## src/rtl/timer_pkg.sv

```systemverilog
// Shared definitions for the memory-mapped down-counting timer:
// register offsets, CTRL field positions, MODE codes and FSM states.
package timer_pkg;

  localparam logic [1:0] REG_CTRL   = 2'd0;
  localparam logic [1:0] REG_PRESET = 2'd1;
  localparam logic [1:0] REG_COUNT  = 2'd2;
  localparam logic [1:0] REG_RSVD   = 2'd3;

  localparam int unsigned CTRL_EN      = 0;
  localparam int unsigned CTRL_MODE_LO = 1;
  localparam int unsigned CTRL_MODE_HI = 2;
  localparam int unsigned CTRL_IM      = 3;

  localparam logic [1:0] MODE_ONESHOT = 2'd0;
  localparam logic [1:0] MODE_RELOAD  = 2'd1;

  localparam logic [3:0] BE_WORD = 4'b1111;

  typedef enum logic [1:0] {
    ST_IDLE = 2'd0,
    ST_LOAD = 2'd1,
    ST_CNT  = 2'd2,
    ST_INT  = 2'd3
  } state_t;

  // Packs the CTRL fields into the 32-bit read-back word; unused bits read 0.
  function automatic logic [31:0] ctrl_word(input logic en, input logic [1:0] mode,
                                            input logic im);
    logic [31:0] w;
    w = '0;
    w[CTRL_EN] = en;
    w[CTRL_MODE_HI:CTRL_MODE_LO] = mode;
    w[CTRL_IM] = im;
    return w;
  endfunction

endpackage

```

## src/rtl/timer_counter_if.sv

```systemverilog
// Peripheral-bus port between the bridge (master) and the timer (slave).
interface timer_counter_if;
  logic [1:0]  addr;
  logic        we;
  logic [31:0] wd;
  logic [3:0]  be;
  logic [31:0] rd;
  logic        irq;

  modport master (output addr, output we, output wd, output be,
                  input  rd,   input  irq);
  modport slave  (input  addr, input  we, input  wd, input  be,
                  output rd,   output irq);
endinterface

```

## src/rtl/timer_counter.sv

```systemverilog
// 32-bit down-counting timer with CTRL/PRESET/COUNT registers and an
// interrupt line; one-shot (sticky IRQ) or auto-reload (one-cycle pulse).
module timer_counter
  import timer_pkg::*;
(
  input  logic            clk,
  input  logic            reset,
  timer_counter_if.slave  bus
);

  state_t      state;
  logic        en;
  logic [1:0]  mode;
  logic        im;
  logic        irqf;
  logic [31:0] preset;
  logic [31:0] count;

  logic        wr_full;
  logic        wr_ctrl;
  logic        wr_preset;
  logic        en_eff;

  always_comb begin
    wr_full   = bus.we && (bus.be == BE_WORD);
    wr_ctrl   = wr_full && (bus.addr == REG_CTRL);
    wr_preset = wr_full && (bus.addr == REG_PRESET);
    // The FSM follows the EN value that will be in CTRL after this edge.
    en_eff    = wr_ctrl ? bus.wd[CTRL_EN] : en;
  end

  always_comb begin
    bus.rd = '0;
    case (bus.addr)
      REG_CTRL:   bus.rd = ctrl_word(en, mode, im);
      REG_PRESET: bus.rd = preset;
      REG_COUNT:  bus.rd = count;
      REG_RSVD:   bus.rd = '0;
      default:    bus.rd = '0;
    endcase
  end

  assign bus.irq = im & ((state == ST_INT) | irqf);

  always_ff @(posedge clk) begin
    if (reset) begin
      state  <= ST_IDLE;
      en     <= 1'b0;
      mode   <= MODE_ONESHOT;
      im     <= 1'b0;
      irqf   <= 1'b0;
      preset <= '0;
      count  <= '0;
    end else begin
      case (state)
        ST_IDLE: begin
          if (en_eff) state <= ST_LOAD;
        end
        ST_LOAD: begin
          if (!en_eff) begin
            state <= ST_IDLE;
          end else begin
            count <= preset;
            state <= ST_CNT;
          end
        end
        ST_CNT: begin
          if (!en_eff) begin
            state <= ST_IDLE;
          end else if (count <= 32'd1) begin
            count <= '0;
            state <= ST_INT;
          end else begin
            count <= count - 32'd1;
          end
        end
        ST_INT: begin
          if (!en_eff) begin
            state <= ST_IDLE;
          end else if (mode == MODE_RELOAD) begin
            state <= ST_LOAD;
          end else begin
            en    <= 1'b0;
            irqf  <= 1'b1;
            state <= ST_IDLE;
          end
        end
        default: state <= ST_IDLE;
      endcase

      if (wr_preset) preset <= bus.wd;

      // Placed after the FSM so a CPU CTRL write overrides the one-shot EN
      // clear and IRQF set scheduled on the same edge.
      if (wr_ctrl) begin
        en   <= bus.wd[CTRL_EN];
        mode <= bus.wd[CTRL_MODE_HI:CTRL_MODE_LO];
        im   <= bus.wd[CTRL_IM];
        irqf <= 1'b0;
      end
    end
  end

endmodule

```

## src/flat_wrapper.sv

```systemverilog
// flat-port wrapper written by rule: the top's interface ports become plain ports
module timer_counter_flat import timer_pkg::*;
  (clk, reset, bus_addr, bus_we, bus_wd, bus_be, bus_rd, bus_irq);
  timer_counter_if bus_i ();
  input  logic clk;
  input  logic reset;
  input wire logic [$bits(bus_i.addr)-1:0] bus_addr;
  input wire logic [$bits(bus_i.we)-1:0] bus_we;
  input wire logic [$bits(bus_i.wd)-1:0] bus_wd;
  input wire logic [$bits(bus_i.be)-1:0] bus_be;
  output wire logic [$bits(bus_i.rd)-1:0] bus_rd;
  output wire logic [$bits(bus_i.irq)-1:0] bus_irq;
  assign bus_i.addr = bus_addr;
  assign bus_i.we = bus_we;
  assign bus_i.wd = bus_wd;
  assign bus_i.be = bus_be;
  assign bus_rd = bus_i.rd;
  assign bus_irq = bus_i.irq;
  timer_counter u_core (.clk(clk), .reset(reset), .bus(bus_i));
endmodule
```

## config.mk

```make
export PLATFORM = sky130hd
export DESIGN_NAME = timer_counter_flat
export DESIGN_NICKNAME = d
export VERILOG_FILES = /design/src/rtl/timer_pkg.sv /design/src/rtl/timer_counter_if.sv /design/src/rtl/timer_counter.sv /design/src/flat_wrapper.sv
export SDC_FILE = /design/constraint.sdc
export NUM_CORES = 1
export LEC_CHECK = 0
export BUFFER_PORTS_ARGS = -buffer_cell sky130_fd_sc_hd__buf_2
export CAP_MARGIN = 30
export CORE_ASPECT_RATIO = 1.75
export CORE_MARGIN = 3
export CORE_UTILIZATION = 34
export CTS_CLUSTER_SIZE = 24
export DETAILED_ROUTE_END_ITERATION = 10
export PLACE_DENSITY = 0.5
export SLEW_MARGIN = 15
export SYNTH_ARGS = -nofsm -noshare
export SYNTH_HDL_FRONTEND = slang
export SYNTH_SLANG_ARGS = --single-unit
export TNS_END_PERCENT = 1
```

## constraint.sdc

```tcl
create_clock -name clk -period 4.2 [get_ports clk]
set_input_delay 0.84 -clock clk [delete_from_list [all_inputs] [get_ports clk]]
set_output_delay 0.84 -clock clk [all_outputs]
set_load 0.01 [all_outputs]
```

==> impl_metrics.sql <==
INSERT INTO impl_metrics (metric_group, metric, value, unit) VALUES
('synthesis', 'synth-edff-count', '0', ''),
('finish', 'post-route-util', '40.9', '%'),
('finish', 'layout.cells.most_common_list', 'sky130_fd_sc_hd__nand2_1 (104), sky130_fd_sc_hd__buf_2 (73), sky130_fd_sc_hd__dfxtp_1 (71), sky130_fd_sc_hd__a21oi_1 (64), sky130_fd_sc_hd__a22o_1 (27)', ''),
('routing', 'post-route-drc-count', '0', ''),
('die', 'rows', '53', ''),
('hold_path', 'hp-class', 'reg2reg', ''),
('clock_tree', 'postCtsSetupRepairBufs', '0', ''),
('worst_setup_path', 'timing.critical_path.to_type', 'flip-flop', ''),
('worst_setup_path', 'worst_path_max_delay_cell', 'sky130_fd_sc_hd__or4_1', ''),
('routing', 'drt_iter0_drc', '329', ''),
('worst_setup_path', 'cp_slowest_stage_delay', '720', 'ps'),
('timing', 'maxSlewViolCount', '0', ''),
('finish', 'num_antenna_cells', '0', ''),
('synthesis', 'synth_ff_type', 'sky130_fd_sc_hd__dfxtp_1', ''),
('grt', 'grt_start_max_net_pins', '63', ''),
('finish', 'share_of_layout_cells_above_drive_strength_1', '20.7', '%'),
('worst_setup_path', 'worst_ep_arrival_time', '3200', 'ps'),
('die', 'floorplan.initialDensity', '35.1', '%'),
('worst_setup_path', 'worstSetupStartpointType', 'flip-flop', ''),
('worst_setup_path', 'ordered_cell_list_for_the_critical_path', 'or4_1 -> nor4_4 -> and4_1 -> nor2_2 -> buf_8 -> a21o_1 -> a32o_1', ''),
('clock_tree', 'cts_made_buffers', '9', ''),
('timing', 'period_needed', '2970', 'ps'),
('synthesis', 'synth_seq_area_share', '33.6', '%'),
('timing', 'relSlewSlack', '33.9', '%'),
('pwr', 'power.static_leakage', '1.93', 'nW'),
('synthesis', 'synth_simple_gate_area_share', '25.4', '%'),
('place', 'place.port_buffers', '73', ''),
('synthesis', 'async_flop_share', '0', '%'),
('routing', 'post_drt_wl_per_cell', '18.4', 'um'),
('synthesis', 'synth.ff_latch_count', '71', ''),
('run_status', 'outcome', 'finished, final reports clean', ''),
('place', 'dpl_worst_slack', '1220', 'ps'),
('routing', 'drt_pre_antenna_iters', '5', ''),
('die', 'fp.coreArea', '12100', 'um2'),
('timing', 'finClkSkew', '7.86', 'ps'),
('synthesis', 'yosys.cell_types.count', '62', ''),
('worst_setup_path', 'criticalPathCategory', 'reg2reg', ''),
('die', 'boundaryPins', '74', ''),
('die', 'dieArea', '13900', 'um2'),
('synthesis', 'yosysWarnings', '0', ''),
('clock_tree', 'clk_transition_reported_paths', '60', 'ps'),
('finish', 'num-nets-final', '647', ''),
('worst_setup_path', 'critical-path-top-delay-family', 'simple AND/OR/NAND/NOR gates', ''),
('routing', 'detail_route.vias_per_cell', '5.71', ''),
('worst_setup_path', 'critical_path.max_fanout', '18', ''),
('clock_tree', 'cts_buffer_depth', '2', ''),
('synthesis', 'synth-compound-area-share', '28.9', '%'),
('synthesis', 'cell_count_after_synthesis', '544', ''),
('worst_setup_path', 'cp.buffers_inverters', '1', ''),
('timing', 'setup-violations-final', '0', ''),
('clock_tree', 'clock-root-buffer', 'sky130_fd_sc_hd__clkbuf_16', ''),
('pwr', 'irDropWorstVdd', '0.188', 'mV'),
('clock_tree', 'cts_tree', 'yes', ''),
('clock_tree', 'clk_latency', '330', 'ps'),
('timing', 'finalHoldViolCount', '0', ''),
('routing', 'dr_total_vias', '4390', ''),
('clock_tree', 'clock_sink_count', '71', ''),
('finish', 'most_common_library_cell_in_the_layout_ignoring_fill_and_taps', 'sky130_fd_sc_hd__nand2_1', ''),
('grt', 'groute.usage.overall', '20.3', '%'),
('grt', 'grt_antenna_before_repair', '0', ''),
('routing', 'total_wire_length_after_detailed_routing', '14100', 'um'),
('pwr', 'p_per_area', '344', 'nW/um2'),
('grt', 'aggregate_global_routing_overflow', '0', ''),
('grt', 'first_global_vias', '4320', ''),
('synthesis', 'synth_top_family_by_area', 'compound AO/OA/AOI/OAI gates', ''),
('routing', 'final_antenna_net_count', '0', ''),
('clock_tree', 'cts_resized', '0', ''),
('timing', 'transition_at_the_pin_with_the_smallest_max_transition_slack', '989', 'ps'),
('die', 'fp.dieW', '90.3', 'um'),
('timing', 'timing.final.ws_setup', '1230', 'ps'),
('timing', 'max_clock_freq', '336', 'MHz');
[stage by stage]
step	cell area (um2)	power, mW	std cells	hold WS, ps
finish	4940	1.70	769	475
detailed placement	4650	0.973	753	468
global placement	4640	0.972	752	460
CTS	4940	1.71	769	477
global route	4940	1.76	769	499
floorplan	4230	0.881	544	445
[path summary, 6_finish.rpt]
| check | startpoint | to | slack [ps] | depth (start not counted) |
|---|---|---|---|---|
| worst max register to register | u_core.count[12]$_SDFFE_PP0P_ | u_core.count[29]$_SDFFE_PP0P_ | 1230 | 7 |
| worst min-delay path | u_core.preset[24]$_SDFFE_PP0P_ | u_core.preset[24]$_SDFFE_PP0P_ | 480 | 2 |
| worst min register to register | u_core.preset[24]$_SDFFE_PP0P_ | u_core.preset[24]$_SDFFE_PP0P_ | 480 | 2 |
| worst max-delay path | u_core.count[12]$_SDFFE_PP0P_ | u_core.count[29]$_SDFFE_PP0P_ | 1230 | 7 |
[sequential cells by signal, indices dropped and copies added (netlist names)]
register       cells
u_core.count      32
u_core.im          1
u_core.mode        2
u_core.preset     32
u_core.irqf        1
u_core.en          1
u_core.state       2
[metal layers]
layer,GRT usage [%],vias up,routed length (um)
met5,0,-,0
met3,3.08,38,590
met4,8.77,0,444
met2,36.2,142,7250
li1,-,2122,-
met1,24.1,2088,5860
[cell families (layout without fill, tap and decap cells)]
kind of cell	after synthesis	after routing
fa+ha+maj	7	7
buf+inv	69	129
mux	6	6
compound gates	178	178
flops	71	71
simple gates	213	213
[tightest hold or removal path: cells and delay by family, from the launching register on]
kind | cells | cell delay (ps)
AO/OA/AOI/OAI | 1 | 50
flip-flops | 1 | 320
AND/OR/NAND/NOR | 1 | 60
[final cells by class]
class,count,area (um2)
Clock buffer,11,253
Clock inverter,5,32.5
Multi-Input combinational cell,404,2450
Fill cell,1316,7130
Inverter,26,97.6
Tap cell,165,206
Timing Repair Buffer,87,478
Sequential cell,71,1420
[where the power goes]
group	internal, mW	leakage [nW]	switching (mW)
sequential	0.679	0.572	0.00637
clock	0.430	0.134	0.306
combinational	0.0880	1.22	0.190
[synth_stat cells, types with 10 or more instances]
| library cell | count | share of area, % |
|---|---|---|
| sky130_fd_sc_hd__a22o_1 | 27 | 5.6 |
| sky130_fd_sc_hd__nor4_1 | 10 | 1.5 |
| sky130_fd_sc_hd__clkbuf_1 | 28 | 2.5 |
| sky130_fd_sc_hd__o21ai_0 | 18 | 2.1 |
| sky130_fd_sc_hd__nand2_1 | 104 | 9.2 |
| sky130_fd_sc_hd__nor3_1 | 16 | 1.9 |
| sky130_fd_sc_hd__inv_1 | 25 | 2.2 |
| sky130_fd_sc_hd__o32ai_1 | 17 | 3.5 |
| sky130_fd_sc_hd__dfxtp_1 | 71 | 34 |
| sky130_fd_sc_hd__nand3_1 | 16 | 1.9 |
| sky130_fd_sc_hd__a21oi_1 | 64 | 7.6 |
| sky130_fd_sc_hd__nor2_1 | 19 | 1.7 |
(Power assumes the default switching activity.)
